## src/rtl/rc_pulse_capture_pkg.sv

```systemverilog
// Shared UAV constants for RC pulse capture: prescaler default, throttle scaling and FSM states.
package rc_pulse_capture_pkg;

    localparam int unsigned CLK_DIV_DEFAULT = 50;
    localparam int unsigned WIDTH_BITS      = 12;
    localparam int unsigned THR_OFFSET_US   = 1000;
    localparam int unsigned THR_MAX_US      = 2000;
    localparam int unsigned THR_SCALE       = 262;
    localparam int unsigned THR_SHIFT       = 10;

    typedef enum logic [1:0] {
        ST_WAIT_LOW  = 2'd0,
        ST_WAIT_RISE = 2'd1,
        ST_MEASURE   = 2'd2
    } cap_state_e;

    // Clamp to [1000,2000] us, then ((c-1000)*262)>>10 in a 19-bit product.
    function automatic logic [7:0] scale_throttle(input logic [WIDTH_BITS-1:0] width_us);
        logic [WIDTH_BITS-1:0] c;
        logic [18:0]           diff;
        logic [18:0]           prod;
        if (width_us < WIDTH_BITS'(THR_OFFSET_US)) begin
            c = WIDTH_BITS'(THR_OFFSET_US);
        end else if (width_us > WIDTH_BITS'(THR_MAX_US)) begin
            c = WIDTH_BITS'(THR_MAX_US);
        end else begin
            c = width_us;
        end
        diff = 19'(c) - 19'(THR_OFFSET_US);
        prod = diff * 19'(THR_SCALE);
        return 8'(prod >> THR_SHIFT);
    endfunction

endpackage

```

## src/rtl/tick_1us.sv

```systemverilog
// Free-running prescaler: one-cycle enable every CLK_DIV clocks.
module tick_1us
    import rc_pulse_capture_pkg::*;
#(
    parameter int unsigned CLK_DIV = CLK_DIV_DEFAULT
) (
    input  logic clock_i,
    input  logic reset_i,
    output logic tick_o
);

    localparam int unsigned CW = (CLK_DIV > 1) ? $clog2(CLK_DIV) : 1;

    logic [CW-1:0] cnt_q;
    logic          tick_q;

    always_ff @(posedge clock_i or negedge reset_i) begin
        if (!reset_i) begin
            cnt_q  <= '0;
            tick_q <= 1'b0;
        end else if (cnt_q == '0) begin
            cnt_q  <= CW'(CLK_DIV - 1);
            tick_q <= 1'b1;
        end else begin
            cnt_q  <= cnt_q - 1'b1;
            tick_q <= 1'b0;
        end
    end

    assign tick_o = tick_q;

endmodule

```

## src/rtl/rc_pulse_capture.sv

```systemverilog
// RC receiver pulse-width capture with range check, throttle scaling and failsafe/recovery.
//   state        | meaning
//   ST_WAIT_LOW  | wait for a genuine low level before arming
//   ST_WAIT_RISE | armed, waiting for the rising edge
//   ST_MEASURE   | counting us ticks until the falling edge
module rc_pulse_capture
    import rc_pulse_capture_pkg::*;
#(
    parameter int unsigned CLK_DIV      = CLK_DIV_DEFAULT,
    parameter int unsigned MIN_VALID_US = 800,
    parameter int unsigned MAX_VALID_US = 2200,
    parameter int unsigned TIMEOUT_US   = 25000,
    parameter int unsigned RECOVER_CNT  = 3
) (
    input  logic                  clock,
    input  logic                  reset,
    input  logic                  rc_in,
    output logic [WIDTH_BITS-1:0] pulse_us,
    output logic [7:0]            throttle_setting,
    output logic                  valid,
    output logic                  failsafe
);

    localparam int unsigned TO_W = $clog2(TIMEOUT_US + 1);
    localparam int unsigned RC_W = (RECOVER_CNT > 1) ? $clog2(RECOVER_CNT + 1) : 1;

    localparam logic [WIDTH_BITS-1:0] MIN_W    = WIDTH_BITS'(MIN_VALID_US);
    localparam logic [WIDTH_BITS-1:0] MAX_W    = WIDTH_BITS'(MAX_VALID_US);
    localparam logic [WIDTH_BITS-1:0] WIDTH_SAT = '1;
    localparam logic [TO_W-1:0]       TO_MAX   = TO_W'(TIMEOUT_US);
    localparam logic [TO_W-1:0]       TO_LAST  = TO_W'(TIMEOUT_US - 1);
    localparam logic [RC_W-1:0]       RC_LAST  = RC_W'(RECOVER_CNT - 1);

    logic                  tick;
    logic                  sync1_q, sync2_q, prev_q;
    logic [1:0]            sync_vld_q;
    cap_state_e            state_q;
    logic [WIDTH_BITS-1:0] width_q;
    logic [TO_W-1:0]       to_q;
    logic [RC_W-1:0]       rec_q;
    logic [WIDTH_BITS-1:0] pulse_q;
    logic [7:0]            thr_q;
    logic                  valid_q;
    logic                  fs_q;

    logic rise, fall, in_range, accept, reject, to_hit, release_now, fs_d;

    tick_1us #(.CLK_DIV(CLK_DIV)) u_tick (
        .clock_i (clock),
        .reset_i (reset),
        .tick_o  (tick)
    );

    assign rise        = sync2_q & ~prev_q;
    assign fall        = ~sync2_q & prev_q;
    assign in_range    = (width_q >= MIN_W) && (width_q <= MAX_W);
    assign accept      = (state_q == ST_MEASURE) && fall && in_range;
    assign reject      = (state_q == ST_MEASURE) && fall && !in_range;
    assign to_hit      = tick && (to_q == TO_LAST) && !accept;
    assign release_now = fs_q && accept && (rec_q == RC_LAST);

    always_comb begin
        fs_d = fs_q;
        if (accept) begin
            fs_d = fs_q && !release_now;
        end else if (to_hit) begin
            fs_d = 1'b1;
        end
    end

    always_ff @(posedge clock or negedge reset) begin
        if (!reset) begin
            sync1_q    <= 1'b0;
            sync2_q    <= 1'b0;
            prev_q     <= 1'b0;
            sync_vld_q <= 2'b00;
            state_q    <= ST_WAIT_LOW;
            width_q    <= '0;
            to_q       <= '0;
            rec_q      <= '0;
            pulse_q    <= '0;
            thr_q      <= '0;
            valid_q    <= 1'b0;
            fs_q       <= 1'b1;
        end else begin
            sync1_q    <= rc_in;
            sync2_q    <= sync1_q;
            prev_q     <= sync2_q;
            sync_vld_q <= {sync_vld_q[0], 1'b1};

            fs_q    <= fs_d;
            valid_q <= accept && !fs_d;

            if (accept) begin
                pulse_q <= width_q;
                thr_q   <= fs_d ? 8'd0 : scale_throttle(width_q);
            end else if (to_hit) begin
                thr_q <= 8'd0;
            end

            if (accept) begin
                to_q <= '0;
            end else if (tick && (to_q != TO_MAX)) begin
                to_q <= to_q + 1'b1;
            end

            if (accept) begin
                rec_q <= (fs_q && !release_now) ? rec_q + 1'b1 : '0;
            end else if (reject || to_hit) begin
                rec_q <= '0;
            end

            case (state_q)
                // The reset value of the synchronizer is not a real sample; only
                // a low seen after it has filled may arm the capture.
                ST_WAIT_LOW: begin
                    if (sync_vld_q[1] && !sync2_q) begin
                        state_q <= ST_WAIT_RISE;
                    end
                end
                ST_WAIT_RISE: begin
                    if (rise) begin
                        width_q <= tick ? WIDTH_BITS'(1) : '0;
                        state_q <= ST_MEASURE;
                    end
                end
                ST_MEASURE: begin
                    if (fall) begin
                        state_q <= ST_WAIT_RISE;
                    end else if (tick && (width_q != WIDTH_SAT)) begin
                        width_q <= width_q + 1'b1;
                    end
                end
                default: state_q <= ST_WAIT_LOW;
            endcase
        end
    end

    assign pulse_us         = pulse_q;
    assign throttle_setting = thr_q;
    assign valid            = valid_q;
    assign failsafe         = fs_q;

endmodule
```

## config.mk

```make
export PLATFORM = sky130hd
export DESIGN_NAME = rc_pulse_capture
export DESIGN_NICKNAME = d
export VERILOG_FILES = /design/src/rtl/rc_pulse_capture_pkg.sv /design/src/rtl/tick_1us.sv /design/src/rtl/rc_pulse_capture.sv
export SDC_FILE = /design/constraint.sdc
export NUM_CORES = 1
export LEC_CHECK = 0
export CAP_MARGIN = 5
export CORE_MARGIN = 3
export CORE_UTILIZATION = 60
export CTS_CLUSTER_SIZE = 24
export DETAILED_ROUTE_END_ITERATION = 6
export DONT_BUFFER_PORTS = 1
export MAX_ROUTING_LAYER = met4
export PLACE_DENSITY = 0.77
export SYNTH_ARGS = -nofsm -noshare
export SYNTH_HDL_FRONTEND = slang
export SYNTH_SLANG_ARGS = --single-unit
```

## constraint.sdc

```tcl
create_clock -name clock -period 7.3 [get_ports clock]
set_clock_uncertainty 0.05 [all_clocks]
set_input_delay 1.095 -clock clock [delete_from_list [all_inputs] [get_ports clock]]
set_output_delay 1.095 -clock clock [all_outputs]
set_load 0.02 [all_outputs]
```

==> flow_summary_export.csv <==
group,metric,value,unit
worst_setup_path,cp_top_family,"compound AO/OA/AOI/OAI gates",
worst_setup_path,r2r-end,"throttle_setting[5]$_DFFE_PN0P_",
synth,syn_area_per_cell,9.71,sq um
synth,ys.flop_type,"dfrtp_1",
worst_setup_path,crit_type,"reg2reg",
worst_hold_path,hp-class,"reg2reg",
drt,drt_iter0_markers,185,
floorplanning,die_h,89.1,um
cts,cts_max_path_buffers,2,
cts,cts_setup_buffers,0,
grt,grt_max_degree,66,
finish,fillers,516,
floorplanning,rows,29,
worst_setup_path,reg2reg_depth,25,
finish,drive_above_1_share,8.53,%
cts,cts_root_buf,"clkbuf_8",
sta,finalHoldViolCount,0,
worst_setup_path,r2r_slack,1.43,ns
grt,grt_pass1_wl,13100,um
placed_design,place_ws,1.53,ns
worst_setup_path,critPathBufInv,2,
placed_design,io_buffers,0,
cts,cts_tree,"done",
drt,vias,2937,
sta,setup_ws,1.43,ns
worst_setup_path,critPathLaunchType,"register",
finish,layout_common_cells,"dfrtp_1, nor2_1, inv_1",
drt,wl_per_cell,14.7,um
worst_setup_path,cpMostUsedCell,"ha_1",
worst_hold_path,min_to,"sync2_q$_DFF_PN0_",
worst_setup_path,cp_slowest_cell,"fa_1",
grt,grt_pass1_vias,2835,
synth,yosys_warnings,0,
grt,antenna_found_initial,0,
synth,synth_area,4150,sq um
worst_setup_path,cp_max_fo,8,
floorplanning,initial_core_util,63.5,%
cts,cts_made_buffers,9,
sta,period_share,80.4,%
sta,rsz0062_at_grt,"no",
placed_design,gp_congestion,0.854,
sta,period_minus_slack,5.87,ns
sta,slew_headroom,58.3,%
placed_design,dp_hpwl,5530,um
sta,tightestPinTransition,0.624,ns
finish,nets,482,
cts,cts_num_sinks,65,
synth,ys_seq_area_share,39.3,%
worst_setup_path,cpPeakStageDelay,0.49,ns
sta,setup_violations,0,
sta,fmax,170,MHz
worst_hold_path,worstHoldPathCells,0,
drt,first_pass_iters,4,
cts,cts_hold_buf,0,
job,maxCapViolCount,0,
synth,synth_edf_count,0,
floorplanning,die_area,7940,sq um
pwr,powerDensity,173,nW/um^2
cts,insertion_delay,0.35,ns
grt,gr-total-overflow,0,
drt,finalWirelength,7530,um
worst_setup_path,cp-end-kind,"register",
synth,synth_cells,427,
drt,drc,0,
cts,htreeDepth,3,
worst_setup_path,cp_data_arrival_time,6.05,ns
finish,insertedDiodeCount,0,
finish,syn_to_final_growth,6.58,%
drt,vias_per_cell,5.75,
cts,cts_resized,0,
drt,postRouteAntennaNets,0,
worst_setup_path,rr_startpoint,"width_q[0]$_DFFE_PN0P_",
pwr,irDropWorstVdd,0.165,mV
synth,ys_seq_elements,65,
sta,setup_tns,0,ns
synth,synth_cell_types,59,
cts,clk_pin_slew,0.07,ns
grt,track_usage,22.0,%
floorplanning,io_pins,25,
sta,drv_slew,0,
pwr,power.leakage,2.23,nW
status,status,"complete, no violations",
floorplanning,core-area,6530,sq um
synth,async_reset_ff_share,100,%
floorplanning,die_x,89.1,um
finish,layout_commonest_cell,"dfrtp_1",
worst_setup_path,crit_required,7.49,ns
worst_hold_path,hold_path_startpoint,"sync1_q$_DFF_PN0_",
## metal layers
metal | part of all wire [%] | global-route usage, % | vias up
met5 | 0 | - | -
met1 | 47 | 29.1 | 1406
met2 | 46 | 32.6 | 64
met4 | 1.7 | 7.85 | 0
li1 | - | - | 1452
met3 | 4.9 | 5.99 | 15
## synth_stat cells (6+ instances only)
library cell	count	area share, %
nand4_1	6	0.91
o21ai_0	15	1.8
nand2_1	24	2.2
mux2_2	12	3.3
buf_2	8	0.97
a22o_1	6	1.3
nand3_1	13	1.6
nor3_1	8	0.97
a21oi_1	14	1.7
xor2_1	17	3.6
fa_1	6	2.9
inv_1	46	4.2
nor2b_1	6	0.91
xnor2_1	17	3.6
nor2_1	54	4.9
and3_1	7	1.1
ha_1	44	13
dfrtp_1	64	39
## flip-flops by register name, indices dropped and copies added (netlist names)
register          cells
to_q                 15
sync_vld_q            2
pulse_us             12
valid                 1
width_q              12
sync1_q               1
sync2_q               1
throttle_setting      8
failsafe              1
state_q               2
u_tick.cnt_q          6
u_tick.tick_o         1
rec_q                 2
prev_q                1
## cell type report
class                           instances  area, sq um  area share, %
Multi-Input combinational cell        305         2280           51.6
Sequential cell                        65         1630           36.8
Inverter                               46          173           3.91
Clock buffer                            9          124           2.80
Clock inverter                          7          101           2.29
Tap cell                               77         96.3           2.18
Timing Repair Buffer                    2         15.0          0.340
## where the power goes
part / switching [mW] / total [mW] / internal, mW / leakage, nW
Sequential: 0.0125 / 0.382 / 0.369 / 0.878
Clock: 0.150 / 0.344 / 0.195 / 0.106
Combinational: 0.0226 / 0.0395 / 0.0169 / 1.25
Total: 0.185 / 0.766 / 0.581 / 2.23
## stage by stage
step	hold WS, ns	instance area [sq um]	instances	power (mW)	utilization (%)
after floorplan	0.281	4160	431	0.416	-
after global placement	0.283	4190	495	0.423	64.2
after detailed placement	0.287	4190	495	0.426	64.2
after CTS	0.305	4420	511	0.772	67.7
after global routing	0.309	4420	511	0.791	67.7
final	0.302	4420	511	0.766	67.7
## cell families (layout without fill, tap and decap cells)
kind of cell | count (synthesis) | after routing | synth area share (%)
other | 2 | 6 | 0.181
and+or+nand+nor | 140 | 140 | 16.5
adders and majority gates | 50 | 50 | 16.2
buffers and inverters | 61 | 64 | 6.07
muxes | 13 | 13 | 3.50
AOI/OAI and AO/OA | 62 | 62 | 11.1
xor gates and xnor gates | 34 | 34 | 7.18
DFF | 65 | 65 | 39.3
## worst max path at each step
stage / start / to / slack (ns) / cells past startpoint
detailed placement: width_q[0]$_DFFE_PN0P_ / throttle_setting[5]$_DFFE_PN0P_ / 1.53 / 25
CTS: width_q[0]$_DFFE_PN0P_ / throttle_setting[5]$_DFFE_PN0P_ / 1.47 / 25
finish: width_q[0]$_DFFE_PN0P_ / throttle_setting[5]$_DFFE_PN0P_ / 1.43 / 25
global route: width_q[0]$_DFFE_PN0P_ / throttle_setting[5]$_DFFE_PN0P_ / 0.89 / 25
global placement: width_q[0]$_DFFE_PN0P_ / throttle_setting[5]$_DFFE_PN0P_ / 1.71 / 25
floorplan: width_q[0]$_DFFE_PN0P_ / throttle_setting[5]$_DFFE_PN0P_ / 2.05 / 25
Note: power is estimated with default switching activity, not from simulation.
==> RTL change 1: new RTL, same flow settings <==
Re-encode `cap_state_e` (3 states) as one-hot, 3 bits wide.
--- a/src/rtl/rc_pulse_capture_pkg.sv
+++ b/src/rtl/rc_pulse_capture_pkg.sv
@@ -9,8 +9,8 @@
     localparam int unsigned THR_SHIFT       = 10;
 
-    typedef enum logic [1:0] {
-        ST_WAIT_LOW  = 2'd0,
-        ST_WAIT_RISE = 2'd1,
-        ST_MEASURE   = 2'd2
+    typedef enum logic [2:0] {
+        ST_WAIT_LOW  = 3'b001,
+        ST_WAIT_RISE = 3'b010,
+        ST_MEASURE   = 3'b100
     } cap_state_e;
 
Check against the original RTL: no difference found for any inputs over 10 cycles, from zero or initial values and one cycle with reset low; not proved beyond that.
==> RTL change 1 against the unedited design <==
  * Wire length up 20%
  * Non-clock buffer count down 1
  * Global-route usage up 1.8 points
  * Via count up 13%
  * Synthesized area up 6.1%
  * Final area up 5.9%
  * Sequential cell count up 1
  * Core utilization down 0.26 points
  * Setup slack worse by 0.64 ns
  * Sequential share of layout area down 1.5 points
  * Largest cell class unchanged
Power is not compared: it rests on default switching activity, and its combinational part moved more than twofold at a synthesized area within 25%.
==> RTL change 1: results (changes against the unedited design) <==
GRT_FIRST_PASS_WIRELENGTH_UM=15800  # +20%
ROUTED_WIRELENGTH_UM=9040  # +20%
NNONCLKBUFFERS=1  # -1
SETUP.WORST_PATH.START_CLASS='flop'
POST_ROUTE_CELLS_DRIVE_ABOVE_1_SHARE_PCT=6.74  # -1.8 points
MET1_LENGTH_UM=4190  # +18%
PORT-BUFFER-COUNT=0  # unchanged
ROUTED_WL_MET3_UM=450  # +22%
TIGHTEST_SLEW_NS=0.740  # +0.116 ns
PLACEDCELLCOUNT=555  # +12%
BUFFERING_OVERHEAD_PCT=0.160  # -0.18 points
INITIALDRTVIOLATIONCOUNT=222  # +20%
MAX_FREQ_MHz=154  # -9.8%
POST_DP_CELL_AREA_UM2=4460  # +6.4%
GRT_USE_MET1_PCT=31.2  # +2.1 points
CP_SLOWEST_CELL='a2111oi_0'
FIN_AREA_UM2=4680  # +5.9%
SETUP_SLACK_AFTER_PLACEMENT_NS=0.967  # -0.560 ns
N_MULTI_INPUT_COMBINATIONAL_CELL=345  # +13%
SYNTH.AVG_CELL_AREA_UM2=9.34  # -3.8%
LAYOUT.CLOCK.CELL_AREA_SHARE_PCT=4.68  # -0.42 points
LAYOUT.NETS=523  # +8.5%
DIE_AREA_UM2=8390  # +5.7%
LARGEST_REGISTER_FF_COUNT=15  # unchanged
TIMING.REG2REG.WORST_PATH_DEPTH=23  # -8.0%
CP.ARRIVAL_NS=6.68  # +0.63 ns
INVERTERS_EXCL_CLOCK=47  # +2.2%
NUMCLOCKSINKS=66  # +1.5%
MIN_DELAY_WORST_ENDPOINT='sync_vld_q[1]$_DFF_PN0_'
PWR.GROUP.CLOCK_uW=339
MIN_FROM='sync_vld_q[0]$_DFF_PN0_'
CP_SLOWEST_STAGE_DELAY_NS=0.68  # +0.19 ns
DRT-PASS1-ITER-COUNT=5  # +1
MIN_DELAY_PATH_DEPTH=0  # unchanged
RUN_STATUS='complete, no violations'
CLOCKBUFFERCOUNT=11  # +2
CRIT_PATH_MAX_FANOUT=10  # +2
GP_CONGESTION=0.904  # +5.8%
FIN_CELLS=571  # +12%
CLK_TRANSITION_REPORTED_PATHS_NS=0.07  # about the same
SYNTH_SEQ_AREA_SHARE_PCT=37.6  # -1.6 points
CRITICAL_PATH.REG2REG.ENDPOINT='throttle_setting[5]$_DFFE_PN0P_'
POST-DP-HPWL_UM=6630  # +20%
LARGEST_NET_DEGREE_AT_THE_START_OF_GLOBAL_ROUTING=67  # +1.5%
N_FILL_CELL=569  # +10%
CRITPATHTOPFAMILY='compound AO/OA/AOI/OAI gates'
MET3_USAGE_PCT=4.84  # -1.2 points
MULTI_INPUT_AREA_SHARE_PCT=53.5  # +1.8 points
REG2REG_SLACK_NS=0.80  # -0.64 ns
AREA.SEQUENTIAL_UM2=1650  # +1.6%
WL_MET2_UM=4280  # +23%
GRT.TOTAL_USAGE_PCT=23.9  # +1.8 points
SYNTHTOPCELLSBYAREA='dfrtp_1, ha_1, nor2_1'
MET2_GLOBAL_ROUTE_USAGE_PCT=37.8  # +5.2 points
## RTL change 1: changes by cell type after synthesis, sizes merged, moves of 5 or more
| cell | unedited run | this run |
|---|---|---|
| nor4 | 1 | 6 |
| nor3 | 8 | 14 |
| o21ai | 15 | 27 |
| o31ai | 1 | 7 |
| nand2 | 24 | 29 |
## RTL change 1: cells by family (layout without fill, tap and decap cells)
kind of cell / Yosys count / after routing / synth area share [%]
xor gates and xnor gates: 32 / 32 / 6.37
buffers and inverters: 64 / 64 / 5.80
adders and majority gates: 50 / 50 / 15.2
other: 2 / 6 / 0.171
and+or+nand+nor: 163 / 163 / 19.7
AOI/OAI and AO/OA: 85 / 85 / 12.9
DFF: 66 / 66 / 37.6
muxes: 9 / 9 / 2.28
## RTL change 1: worst register-to-register path: cells and delay by family, from the launching register on
family	cells	cell delay [ns]
AO/OA/AOI/OAI	6	1.95
flip-flops	1	0.45
adder cells (fa/ha/maj)	6	1.92
buffers and inverters	4	0.30
XOR/XNOR	1	0.16
AND/OR/NAND/NOR	6	1.53
==> RTL change 2: new RTL, same settings <==
Without the edit above. `CLK_DIV_DEFAULT`: 50 -> 100.
--- a/src/rtl/rc_pulse_capture_pkg.sv
+++ b/src/rtl/rc_pulse_capture_pkg.sv
@@ -2,5 +2,5 @@
 package rc_pulse_capture_pkg;
 
-    localparam int unsigned CLK_DIV_DEFAULT = 50;
+    localparam int unsigned CLK_DIV_DEFAULT = 100;
     localparam int unsigned WIDTH_BITS      = 12;
     localparam int unsigned THR_OFFSET_US   = 1000;
Formal check against the unedited RTL: same outputs for any inputs over 10 cycles, from zero or initial values and one cycle with reset low; that may be too few to reach the edited logic, so the function may still have changed.
==> RTL change 2 against the unedited design <==
  * Hold slack better by 0.00087 ns
  * Setup slack better by 0.26 ns
  * Fmax is 4.5% higher
  * Combinational power is 10% lower
  * Largest power group unchanged
  * Total power is 0.50% lower
  * Count of clock-buffer cells in the layout is 1 higher
  * Critical path depth is 6 lower
  * Synthesized area is 5.0% higher
  * Global-route usage is 1.5 points higher
  * Sequential power hardly changed
  * Wire length is 16% higher
  * Highest routed layer unchanged
  * Sequential cell count is 1 higher
  * Clock power hardly changed
  * Final area is 4.5% higher
==> RTL change 2: results (changes against the unedited design) <==
RUN_STATUS='complete, no violations'
CP_SLOWEST_STAGE_DELAY_NS=0.49  # about the same
CLK_PATH_BUF_DEPTH=2  # unchanged
CLOCK-ROOT-BUFFER='clkbuf_8'
SYNTHTOPCELLSBYAREA='dfrtp_1, ha_1, xor2_1'
CTS-BUFFERS-INSERTED=9  # unchanged
TIMING.REG2REG.WORST_PATH_DEPTH=19  # -24%
N_ANTENNA_CELL=0  # unchanged
REGMOSTFLOPS='to_q'
REG2REG_SLACK_NS=1.69  # +0.26 ns
POWER.LEAKAGE_nW=2.27  # +1.6%
POSTSYNTH.ASYNCRESETSHARE_PCT=100  # unchanged
IR_WORST_VDD_uV=149  # -9.7%
SYNTH_SEQ_CELLS=66  # +1.5%
CP.ARRIVAL_NS=5.78  # -0.27 ns
CRIT_PATH_MAX_FANOUT=7  # -1
LARGEST_NET_DEGREE_AT_THE_START_OF_GLOBAL_ROUTING=67  # +1.5%
DRT-PASS1-ITER-COUNT=4  # unchanged
GP_CONGESTION=0.931  # +9.1%
CLK-INSERTION-DELAY-LATE_NS=0.34
GRT_FIRST_PASS_WIRELENGTH_UM=15500  # +18%
CP_SLOWEST_CELL='a311oi_1'
MIN_DELAY_PATH_DEPTH=0  # unchanged
CRITICAL_PATH.REG2REG.ENDPOINT='throttle_setting[7]$_DFFE_PN0P_'
POST_ROUTE_CELLS_DRIVE_ABOVE_1_SHARE_PCT=9.09  # +0.57 points
GRT.TOTAL_USAGE_PCT=23.5  # +1.5 points
PORT-BUFFER-COUNT=0  # unchanged
SYNTH.CELLS.MOST_FREQUENT='dfrtp_1, ha_1, inv_1'
ROUTEDWLPERCELL_UM=15.6  # +6.2%
DETAILROUTE.VIA_COUNT=3267  # +11%
LARGEST_REGISTER_FF_COUNT=15  # unchanged
POST-DP-HPWL_UM=6520  # +18%
INITIALDRTVIOLATIONCOUNT=193  # +4.3%
LAYOUT.NETS=509  # +5.6%
TIGHTEST_SLEW_NS=0.665  # +0.0411 ns
SYNTH_SEQ_AREA_SHARE_PCT=38.0  # -1.3 points
-- RTL change 2: per-layer routing --
layer	up-vias	wire, um	global-route usage, %	part of all wire (%)
met2	104	4150	36.7	48
met5	-	0	-	0
met4	0	153	7.91	1.8
li1	1573	-	-	-
met1	1576	3900	30.5	45
met3	14	525	5.22	6.0
-- RTL change 2: cells by family after synthesis --
family	share of synthesized area [%]
muxes	3.33
DFF	38.0
other	0.172
and+or+nand+nor	18.0
AOI/OAI and AO/OA	12.1
xor gates and xnor gates	7.04
buffers and inverters	6.35
adders and majority gates	15.1
-- RTL change 2: power by group --
group / internal (mW) / switching, mW / total [mW]
logic: 0.0154 / 0.0201 / 0.0355
clock network: 0.202 / 0.143 / 0.345
registers: 0.373 / 0.00901 / 0.382
total: 0.590 / 0.172 / 0.762
-- RTL change 2: worst max path at each step --
stage	from	to	depth (start not counted)
2_1_floorplan	width_q[0]$_DFFE_PN0P_	throttle_setting[7]$_DFFE_PN0P_	19
3_3_place_gp	width_q[0]$_DFFE_PN0P_	throttle_setting[7]$_DFFE_PN0P_	21
3_5_place_dp	width_q[0]$_DFFE_PN0P_	throttle_setting[7]$_DFFE_PN0P_	19
4_1_cts	width_q[0]$_DFFE_PN0P_	throttle_setting[7]$_DFFE_PN0P_	19
5_1_grt	width_q[0]$_DFFE_PN0P_	throttle_setting[7]$_DFFE_PN0P_	19
6_report	width_q[0]$_DFFE_PN0P_	throttle_setting[7]$_DFFE_PN0P_	19
-- RTL change 2: per-stage QoR --
stage	instance area, um2	setup WS, ns	cells	hold slack, ns
2_1_floorplan	4370	2.33	460	0.281
3_3_place_gp	4390	1.89	542	0.282
3_5_place_dp	4390	1.71	542	0.286
4_1_cts	4620	1.70	558	0.304
5_1_grt	4620	1.25	558	0.314
6_report	4620	1.69	558	0.303
-- RTL change 2: cell type report --
type	instances	area [um2]
Multi-Input combinational cell	335	2440
Clock buffer	10	138
Timing Repair Buffer	2	15.0
Clock inverter	6	90.1
Inverter	43	161
Sequential cell	66	1650
Fill cell	576	2290
Tap cell	96	120
